File: src/rtl/wb_regfile_if.sv
// rtl/wb_regfile_if.sv - MEM/WB bundle, ID read ports and write-back outputs of the register file
interface wb_regfile_if #(
  parameter int CNT_W = 32
);
  logic             Wr_Valid;
  logic             Wr_RegWr;
  logic             Wr_MemtoReg;
  logic             Wr_Link;
  logic [2:0]       Wr_LdType;
  logic [4:0]       Wr_Rw;
  logic [31:0]      Wr_dout;
  logic [31:0]      Wr_alu_result;
  logic [29:0]      Wr_PC;
  logic [4:0]       Ra;
  logic [4:0]       Rb;
  logic [31:0]      busA;
  logic [31:0]      busB;
  logic [31:0]      Wr_Data;
  logic             Wr_En;
  logic [CNT_W-1:0] Ret_Cnt;

  modport master (
    output Wr_Valid, Wr_RegWr, Wr_MemtoReg, Wr_Link, Wr_LdType, Wr_Rw,
           Wr_dout, Wr_alu_result, Wr_PC, Ra, Rb,
    input  busA, busB, Wr_Data, Wr_En, Ret_Cnt
  );

  modport slave (
    input  Wr_Valid, Wr_RegWr, Wr_MemtoReg, Wr_Link, Wr_LdType, Wr_Rw,
           Wr_dout, Wr_alu_result, Wr_PC, Ra, Rb,
    output busA, busB, Wr_Data, Wr_En, Ret_Cnt
  );
endinterface

File: src/rtl/wb_regfile.sv
// rtl/wb_regfile.sv - write-back source select, 32x32 register file with write bypass, retire counter
module wb_regfile #(
  parameter bit BYPASS_EN = 1'b1,
  parameter int CNT_W     = 32
) (
  input  logic        Clk,
  input  logic        Reset,
  wb_regfile_if.slave bus
);

  logic [31:0]      regs_q [32];
  logic [CNT_W-1:0] ret_cnt_q;
  logic [CNT_W-1:0] ret_cnt_d;

  logic [7:0]       ld_byte;
  logic [15:0]      ld_half;
  logic [31:0]      load_fmt;
  logic [29:0]      pc_next;
  logic [31:0]      link_addr;
  logic [31:0]      wb_data;
  logic             wr_en;

  always_comb begin
    ld_byte  = 8'h00;
    ld_half  = 16'h0000;
    load_fmt = bus.Wr_dout;
    case (bus.Wr_alu_result[1:0])
      2'd0:    ld_byte = bus.Wr_dout[7:0];
      2'd1:    ld_byte = bus.Wr_dout[15:8];
      2'd2:    ld_byte = bus.Wr_dout[23:16];
      default: ld_byte = bus.Wr_dout[31:24];
    endcase
    // Halfword bit 0 of the offset is ignored: misaligned LH/LHU reads the containing half.
    ld_half = bus.Wr_alu_result[1] ? bus.Wr_dout[31:16] : bus.Wr_dout[15:0];
    case (bus.Wr_LdType)
      3'd1:    load_fmt = {{24{ld_byte[7]}}, ld_byte};
      3'd2:    load_fmt = {24'h000000, ld_byte};
      3'd3:    load_fmt = {{16{ld_half[15]}}, ld_half};
      3'd4:    load_fmt = {16'h0000, ld_half};
      default: load_fmt = bus.Wr_dout;
    endcase
  end

  assign pc_next   = bus.Wr_PC + 30'd1;
  assign link_addr = {pc_next, 2'b00};
  assign wb_data   = bus.Wr_Link     ? link_addr :
                     bus.Wr_MemtoReg ? load_fmt  : bus.Wr_alu_result;
  assign wr_en     = bus.Wr_Valid & bus.Wr_RegWr & (bus.Wr_Rw != 5'd0) & ~Reset;

  assign bus.busA    = (bus.Ra == 5'd0) ? 32'h0 :
                       (BYPASS_EN && wr_en && (bus.Ra == bus.Wr_Rw)) ? wb_data : regs_q[bus.Ra];
  assign bus.busB    = (bus.Rb == 5'd0) ? 32'h0 :
                       (BYPASS_EN && wr_en && (bus.Rb == bus.Wr_Rw)) ? wb_data : regs_q[bus.Rb];
  assign bus.Wr_Data = wb_data;
  assign bus.Wr_En   = wr_en;
  assign bus.Ret_Cnt = ret_cnt_q;

  assign ret_cnt_d = ret_cnt_q + {{(CNT_W-1){1'b0}}, bus.Wr_Valid};

  // wr_en already excludes register 0, so regs_q[0] stays at its reset value.
  always_ff @(posedge Clk) begin
    if (Reset) begin
      for (int i = 0; i < 32; i++) begin
        regs_q[i] <= 32'h0;
      end
      ret_cnt_q <= '0;
    end else begin
      if (wr_en) begin
        regs_q[bus.Wr_Rw] <= wb_data;
      end
      ret_cnt_q <= ret_cnt_d;
    end
  end

endmodule

File: src/flat_wrapper.sv
// flat-port wrapper written by rule: the top's interface ports become plain ports
module wb_regfile_flat 
#(
  parameter bit BYPASS_EN = 1'b1,
  parameter int CNT_W     = 32
)
  (Clk, Reset, bus_Wr_Valid, bus_Wr_RegWr, bus_Wr_MemtoReg, bus_Wr_Link, bus_Wr_LdType, bus_Wr_Rw, bus_Wr_dout, bus_Wr_alu_result, bus_Wr_PC, bus_Ra, bus_Rb, bus_busA, bus_busB, bus_Wr_Data, bus_Wr_En, bus_Ret_Cnt);
  wb_regfile_if #(.CNT_W(CNT_W)) bus_i ();
  input  logic Clk;
  input  logic Reset;
  input wire logic [$bits(bus_i.Wr_Valid)-1:0] bus_Wr_Valid;
  input wire logic [$bits(bus_i.Wr_RegWr)-1:0] bus_Wr_RegWr;
  input wire logic [$bits(bus_i.Wr_MemtoReg)-1:0] bus_Wr_MemtoReg;
  input wire logic [$bits(bus_i.Wr_Link)-1:0] bus_Wr_Link;
  input wire logic [$bits(bus_i.Wr_LdType)-1:0] bus_Wr_LdType;
  input wire logic [$bits(bus_i.Wr_Rw)-1:0] bus_Wr_Rw;
  input wire logic [$bits(bus_i.Wr_dout)-1:0] bus_Wr_dout;
  input wire logic [$bits(bus_i.Wr_alu_result)-1:0] bus_Wr_alu_result;
  input wire logic [$bits(bus_i.Wr_PC)-1:0] bus_Wr_PC;
  input wire logic [$bits(bus_i.Ra)-1:0] bus_Ra;
  input wire logic [$bits(bus_i.Rb)-1:0] bus_Rb;
  output wire logic [$bits(bus_i.busA)-1:0] bus_busA;
  output wire logic [$bits(bus_i.busB)-1:0] bus_busB;
  output wire logic [$bits(bus_i.Wr_Data)-1:0] bus_Wr_Data;
  output wire logic [$bits(bus_i.Wr_En)-1:0] bus_Wr_En;
  output wire logic [$bits(bus_i.Ret_Cnt)-1:0] bus_Ret_Cnt;
  assign bus_i.Wr_Valid = bus_Wr_Valid;
  assign bus_i.Wr_RegWr = bus_Wr_RegWr;
  assign bus_i.Wr_MemtoReg = bus_Wr_MemtoReg;
  assign bus_i.Wr_Link = bus_Wr_Link;
  assign bus_i.Wr_LdType = bus_Wr_LdType;
  assign bus_i.Wr_Rw = bus_Wr_Rw;
  assign bus_i.Wr_dout = bus_Wr_dout;
  assign bus_i.Wr_alu_result = bus_Wr_alu_result;
  assign bus_i.Wr_PC = bus_Wr_PC;
  assign bus_i.Ra = bus_Ra;
  assign bus_i.Rb = bus_Rb;
  assign bus_busA = bus_i.busA;
  assign bus_busB = bus_i.busB;
  assign bus_Wr_Data = bus_i.Wr_Data;
  assign bus_Wr_En = bus_i.Wr_En;
  assign bus_Ret_Cnt = bus_i.Ret_Cnt;
  wb_regfile #(.BYPASS_EN(BYPASS_EN), .CNT_W(CNT_W)) u_core (.Clk(Clk), .Reset(Reset), .bus(bus_i));
endmodule
File: config.mk
export PLATFORM = sky130hd
export DESIGN_NAME = wb_regfile_flat
export DESIGN_NICKNAME = d
export VERILOG_FILES = /design/src/rtl/wb_regfile_if.sv /design/src/rtl/wb_regfile.sv /design/src/flat_wrapper.sv
export SDC_FILE = /design/constraint.sdc
export NUM_CORES = 2
export LEC_CHECK = 0
export CAP_MARGIN = 25
export CORE_UTILIZATION = 66
export DETAILED_ROUTE_END_ITERATION = 16
export HOLD_SLACK_MARGIN = 0.06
export PLACE_DENSITY = 0.94
export SYNTH_ARGS = -nofsm -noshare
export SYNTH_HDL_FRONTEND = slang
export SYNTH_SLANG_ARGS = --single-unit
File: constraint.sdc
create_clock -name Clk -period 5.2 [get_ports Clk]
set_clock_uncertainty 0.2 [all_clocks]
set_input_delay 1.04 -clock Clk [delete_from_list [all_inputs] [get_ports Clk]]
set_output_delay 1.04 -clock Clk [all_outputs]
set_load 0.005 [all_outputs]
==> out/metrics.yaml, run 1 <==
status:
  outcome: "stopped before the end"
  stop_stage: "global routing (5_1_grt)"
  tool.error: "[ERROR GRT-0232] Routing congestion too high. Check the congestion heatmap in the GUI."
synth:
  yosysWarnings: 0
  mappedNetlistArea_sq_mm: 0.0564
  synth_seq_cells: 1056
  cell_type_with_the_highest_aggregate_area_in_the_netlist: "edfxtp_1"
  synth_top_area_share_pct: 54.5
  synthFlopType: "edfxtp_1"
  async_flop_share_pct: 0
  mean_post_synth_cell_area_sq_um: 13.9
  synth_cells: 4062
  post_synth_num_cell_types: 71
  ys_seq_area_share_pct: 55.6
  post_synth_edffs: 1024
  cells_taking_the_most_area_after_synthesis: "edfxtp_1 (55%), mux4_2 (22%), nor2_1 (7.1%)"
floorplanning:
  rows: 106
  boundaryPins: 247
  initial_core_utilization_pct: 67.1
  die_height_um: 294
  die-width_um: 294
timing:
  crit_endpoint: "bus_busA[25]"
  worst_endpoint_kind: "output port"
placement:
  placement.io_buffers: 246
  finalWeightedCongestion: 1.13
  post-dp-hpwl_um: 134000
  post_place_cell_area_sq_mm: 0.0623
  place_worst_setup_slack_ns: -0.210
  placed_cells: 5430
clocking:
  h-tree-depth: 3
  root_buffer_master: "clkbuf_16"
  number_of_buffers_inserted_by_hold_repair_at_cts: 0
  cts_max_path_buffers: 3
  cts_sinks: 1056
  cts-buffers-inserted: 102
grt:
  number_of_antenna_violations_at_the_first_check_in_global_routing: 57
  grt_resource_usage_total_pct: 77.2
  grt.overflow.total: 110
  grt_max_degree: 75
-- what timing repair did --
action	in CTS
pin swaps	3
gates resized for setup	45
endpoints found under the hold margin	0
setup buffers	3
endpoints found under the setup margin	49
-- stage by stage --
stage,utilization (%),hold slack [ns]
2_1_floorplan,-,0.283
3_3_place_gp,74.1,0.282
3_5_place_dp,74.1,0.314
4_1_cts,78.4,0.333
-- synth_stat cells, types with 22 or more instances --
cell,number
buf_1,27
clkbuf_1,214
mux2i_1,130
mux2_2,24
a21oi_1,82
nor2_1,1074
xor2_1,47
buf_2,142
nand2b_1,36
dfxtp_1,32
a211oi_1,109
mux4_2,544
inv_1,44
a221oi_1,29
nand2_1,88
o22ai_1,23
nand3_1,42
edfxtp_1,1024
nor2b_1,57
o21ai_0,26
nor3_1,22
buf_4,35
-- kinds of logic after synthesis --
logic type,Yosys count,share of synthesized area [%]
simple gates,1393,10.2
flops,1056,55.6
mux,698,24.5
buf+inv,474,3.83
compound gates,368,4.64
xor+xnor,68,1.07
fa+ha+maj,4,0.0843
other cells,1,0.00665
-- routing by layer --
layer,GRT usage (%),GRT overflow
met1,74.6,4
met2,89.0,45
met3,71.5,4
met4,71.1,57
met5,56.9,0
==> run 2, diff against run 1 <==
--- a/config.mk
+++ b/config.mk
@@ -6,10 +6,9 @@
 export NUM_CORES = 2
 export LEC_CHECK = 0
 export CAP_MARGIN = 25
-export CORE_UTILIZATION = 66
+export CORE_UTILIZATION = 40
 export DETAILED_ROUTE_END_ITERATION = 16
-export HOLD_SLACK_MARGIN = 0.06
-export PLACE_DENSITY = 0.94
+export PLACE_DENSITY_LB_ADDON = 0.15
 export SYNTH_ARGS = -nofsm -noshare
 export SYNTH_HDL_FRONTEND = slang
 export SYNTH_SLANG_ARGS = --single-unit
==> out/metrics.yaml, run 2 <==
cells_and_area:
  final_area_sq_mm: 0.0682
  mostFrequentLayoutCell: "nor2_1"
  antennaDiodeCount: 0
  areaGrowthSynthToFinish_pct: 20.9
  layout-drive-gt1-share_pct: 29.2
  largest_register_ff_count: 1024
  layout.nets: 4605
  layout_common_cells: "nor2_1 (1074), edfxtp_1 (1024), mux4_2 (544)"
  largest-register: "u_core.regs_q"
floorplanning:
  die-width_um: 378
  core_sq_mm: 0.140
  rows: 137
  die_height_um: 378
  boundaryPins: 247
  dieArea_sq_mm: 0.143
  initial_core_utilization_pct: 40.4
synth:
  synth_seq_cells: 1056
  mean_post_synth_cell_area_sq_um: 13.9
  synth_top_cells_by_count: "nor2_1 (1074), edfxtp_1 (1024), mux4_2 (544)"
  synthFlopType: "edfxtp_1"
  ys_seq_area_share_pct: 55.6
  synth_cells: 4062
  async_flop_share_pct: 0
  yosysWarnings: 0
  cells_taking_the_most_area_after_synthesis: "edfxtp_1 (55%), mux4_2 (22%), nor2_1 (7.1%)"
  cell_type_with_the_highest_aggregate_area_in_the_netlist: "edfxtp_1"
  post-synth-top-count-cell: "nor2_1"
  post_synth_edffs: 1024
  post_synth_num_cell_types: 71
  mappedNetlistArea_sq_mm: 0.0564
  synth_top_area_share_pct: 54.5
routing:
  drt-wirelength-per-cell_um: 32.8
  vias_per_cell: 6.19
  drcViolationCount: 0
  route.vias.total: 40000
  antenna_left: 0
  first_pass_iteration_count_of_the_detailed_router: 5
  routed_wirelength_um: 212000
  first_iter_violations: 4957
status:
  outcome: "complete, no violations"
setup_path:
  setup.worst_path.class: "in2out"
  worst-r2r-setup-slack_ns: 2.75
  critical_path.max_fanout: 13
  critical_path_arrival_ns: 3.91
  crit_end: "bus_busB[7]"
  cp-end-kind: "output pin"
  crit_required_ns: 3.96
  startpoint_type_of_the_worst_setup_path: "primary input"
  worst-r2r-cell-count: 7
  critical_path.startpoint: "bus_Rb[0]"
  rr_endpoint: "u_core.bus.Ret_Cnt[31]"
  timing.rr.start: "u_core.bus.Ret_Cnt[0]"
timing:
  setup_viol: 0
  finalCriticalPeriod_ns: 5.15
  worst_slew_margin_rel_pct: 39.1
  worstMarginPinSlew_ns: 0.911
  final.period_utilization_pct: 99.0
  final-max-slew-violation-count: 0
  setup_tns_ns: 0
  max_freq_ghz: 0.194
  final-hold-violation-count: 0
clocking:
  cts_sinks: 1056
  tritoncts_clock_tree: "yes"
  source_to_sink_clock_delay_at_the_later_pin_of_the_worst_skew_pair_ns: 0.73
  h-tree-depth: 3
  path_clk_slew_ns: 0.06
  cts-buffers-inserted: 113
  number_of_buffers_inserted_by_hold_repair_at_cts: 0
  cts_max_path_buffers: 3
  root_buffer_master: "clkbuf_16"
placement:
  post_place_cell_area_sq_mm: 0.0642
  post-dp-hpwl_um: 136000
  placement.io_buffers: 246
  finalWeightedCongestion: 0.948
power_and_ir_drop:
  clock_power_share_pct: 37.5
  power.net_switching_w: 0.00566
  powerDensity_mw_per_mm2: 318
  static-leakage-power_nw: 24.1
  combinationalPowerShare_pct: 16.6
  internal_power_w: 0.0160
  peakVddDrop_v: 0.000252
  report.power.total_w: 0.0217
  pwr-share-seq_pct: 46.0
  sw_frac_of_total_pct: 26.1
grt:
  global_route_wire_length_before_repair_um: 296000
  grt.overflow.total: 0
  number_of_antenna_violations_at_the_first_check_in_global_routing: 7
  via_count_of_the_first_global_routing_pass: 39700
  grt_resource_usage_total_pct: 29.6
  grt_max_degree: 59
job:
  drv.max_cap_violation_count: 0
min_path:
  hold_class: "reg2reg"
## run 2: cell counts after synthesis
Identical to the previous run, type by type.
## run 2: worst min-delay path by stage
stage / start / to / slack [ns] / cells after the start
6_report: u_core.bus.Ret_Cnt[26] / u_core.bus.Ret_Cnt[26] / 0.31 / 2
5_1_grt: u_core.bus.Ret_Cnt[26] / u_core.bus.Ret_Cnt[26] / 0.31 / 2
4_1_cts: u_core.bus.Ret_Cnt[26] / u_core.bus.Ret_Cnt[26] / 0.31 / 2
3_5_place_dp: u_core.bus.Ret_Cnt[26] / u_core.bus.Ret_Cnt[26] / 0.30 / 2
3_3_place_gp: u_core.bus.Ret_Cnt[26] / u_core.bus.Ret_Cnt[26] / 0.29 / 2
2_1_floorplan: u_core.bus.Ret_Cnt[26] / u_core.bus.Ret_Cnt[26] / 0.28 / 2
## run 2: cells by family (layout without fill, tap and decap cells)
| family | after synthesis | in the layout | share of synthesized area (%) |
|---|---|---|---|
| AOI/OAI and AO/OA | 368 | 368 | 4.64 |
| xor gates and xnor gates | 68 | 68 | 1.07 |
| adders and majority gates | 4 | 4 | 0.0843 |
| buffers and inverters | 474 | 961 | 3.83 |
| DFF | 1056 | 1056 | 55.6 |
| muxes | 698 | 698 | 24.5 |
| other | 1 | 32 | 0.00665 |
| and+or+nand+nor | 1393 | 1393 | 10.2 |
## run 2: through the flow
| step | utilization (%) | hold slack [ns] | cells | setup slack (ns) |
|---|---|---|---|---|
| 2_1_floorplan | - | 0.283 | 4093 | 1.00 |
| 3_3_place_gp | 46.0 | 0.286 | 6244 | -0.680 |
| 3_5_place_dp | 46.0 | 0.299 | 6245 | -0.650 |
| 4_1_cts | 48.7 | 0.311 | 6456 | -0.196 |
| 5_1_grt | 48.8 | 0.313 | 6456 | -0.00467 |
| 6_report | 48.8 | 0.310 | 6456 | 0.0538 |
## run 2: cell type report
type                            instances  area (sq um)
Clock buffer                          139          2990
Clock inverter                         72           659
Fill cell                           12100         71500
Inverter                               46           173
Multi-Input combinational cell       2563         23700
Sequential cell                      1056         31400
Tap cell                             1876          2350
Timing Repair Buffer                  704          6990
## run 2: per-layer routing
| metal | part of all wire, % | vias to the layer above | global-route usage, % |
|---|---|---|---|
| met4 | 3.7 | 2 | 10.7 |
| met1 | 39 | 20800 | 39.9 |
| met5 | 0.0061 | - | 0 |
| li1 | - | 16400 | - |
| met2 | 47 | 2356 | 47.3 |
| met3 | 10 | 426 | 6.04 |
## run 2: power by group through the flow
stage | Combinational [W] | Clock [W] | Sequential [W]
floorplan | 0.00185 | 0 | 0.0101
global placement | 0.00352 | 0 | 0.0101
detailed placement | 0.00351 | 0 | 0.0101
CTS | 0.00354 | 0.00820 | 0.00996
global route | 0.00373 | 0.00850 | 0.0100
finish | 0.00360 | 0.00813 | 0.00997
## run 2: timing repair
item                                    CTS  global route
endpoints found under the setup margin   30            39
pin swaps                                11            13
buffers inserted                          0             1
gates resized for setup                  44            37
## run 2: worst max-delay path, cell delays in order
cell             delay, ns
buf_8                 0.23
buf_12                0.22
buf_4                 0.29
mux4_2                0.56
mux4_2                0.47
a221oi_1              0.47
a21oi_1               0.08
clkdlybuf4s50_1       0.52
Note: power is estimated with default switching activity, not from simulation.
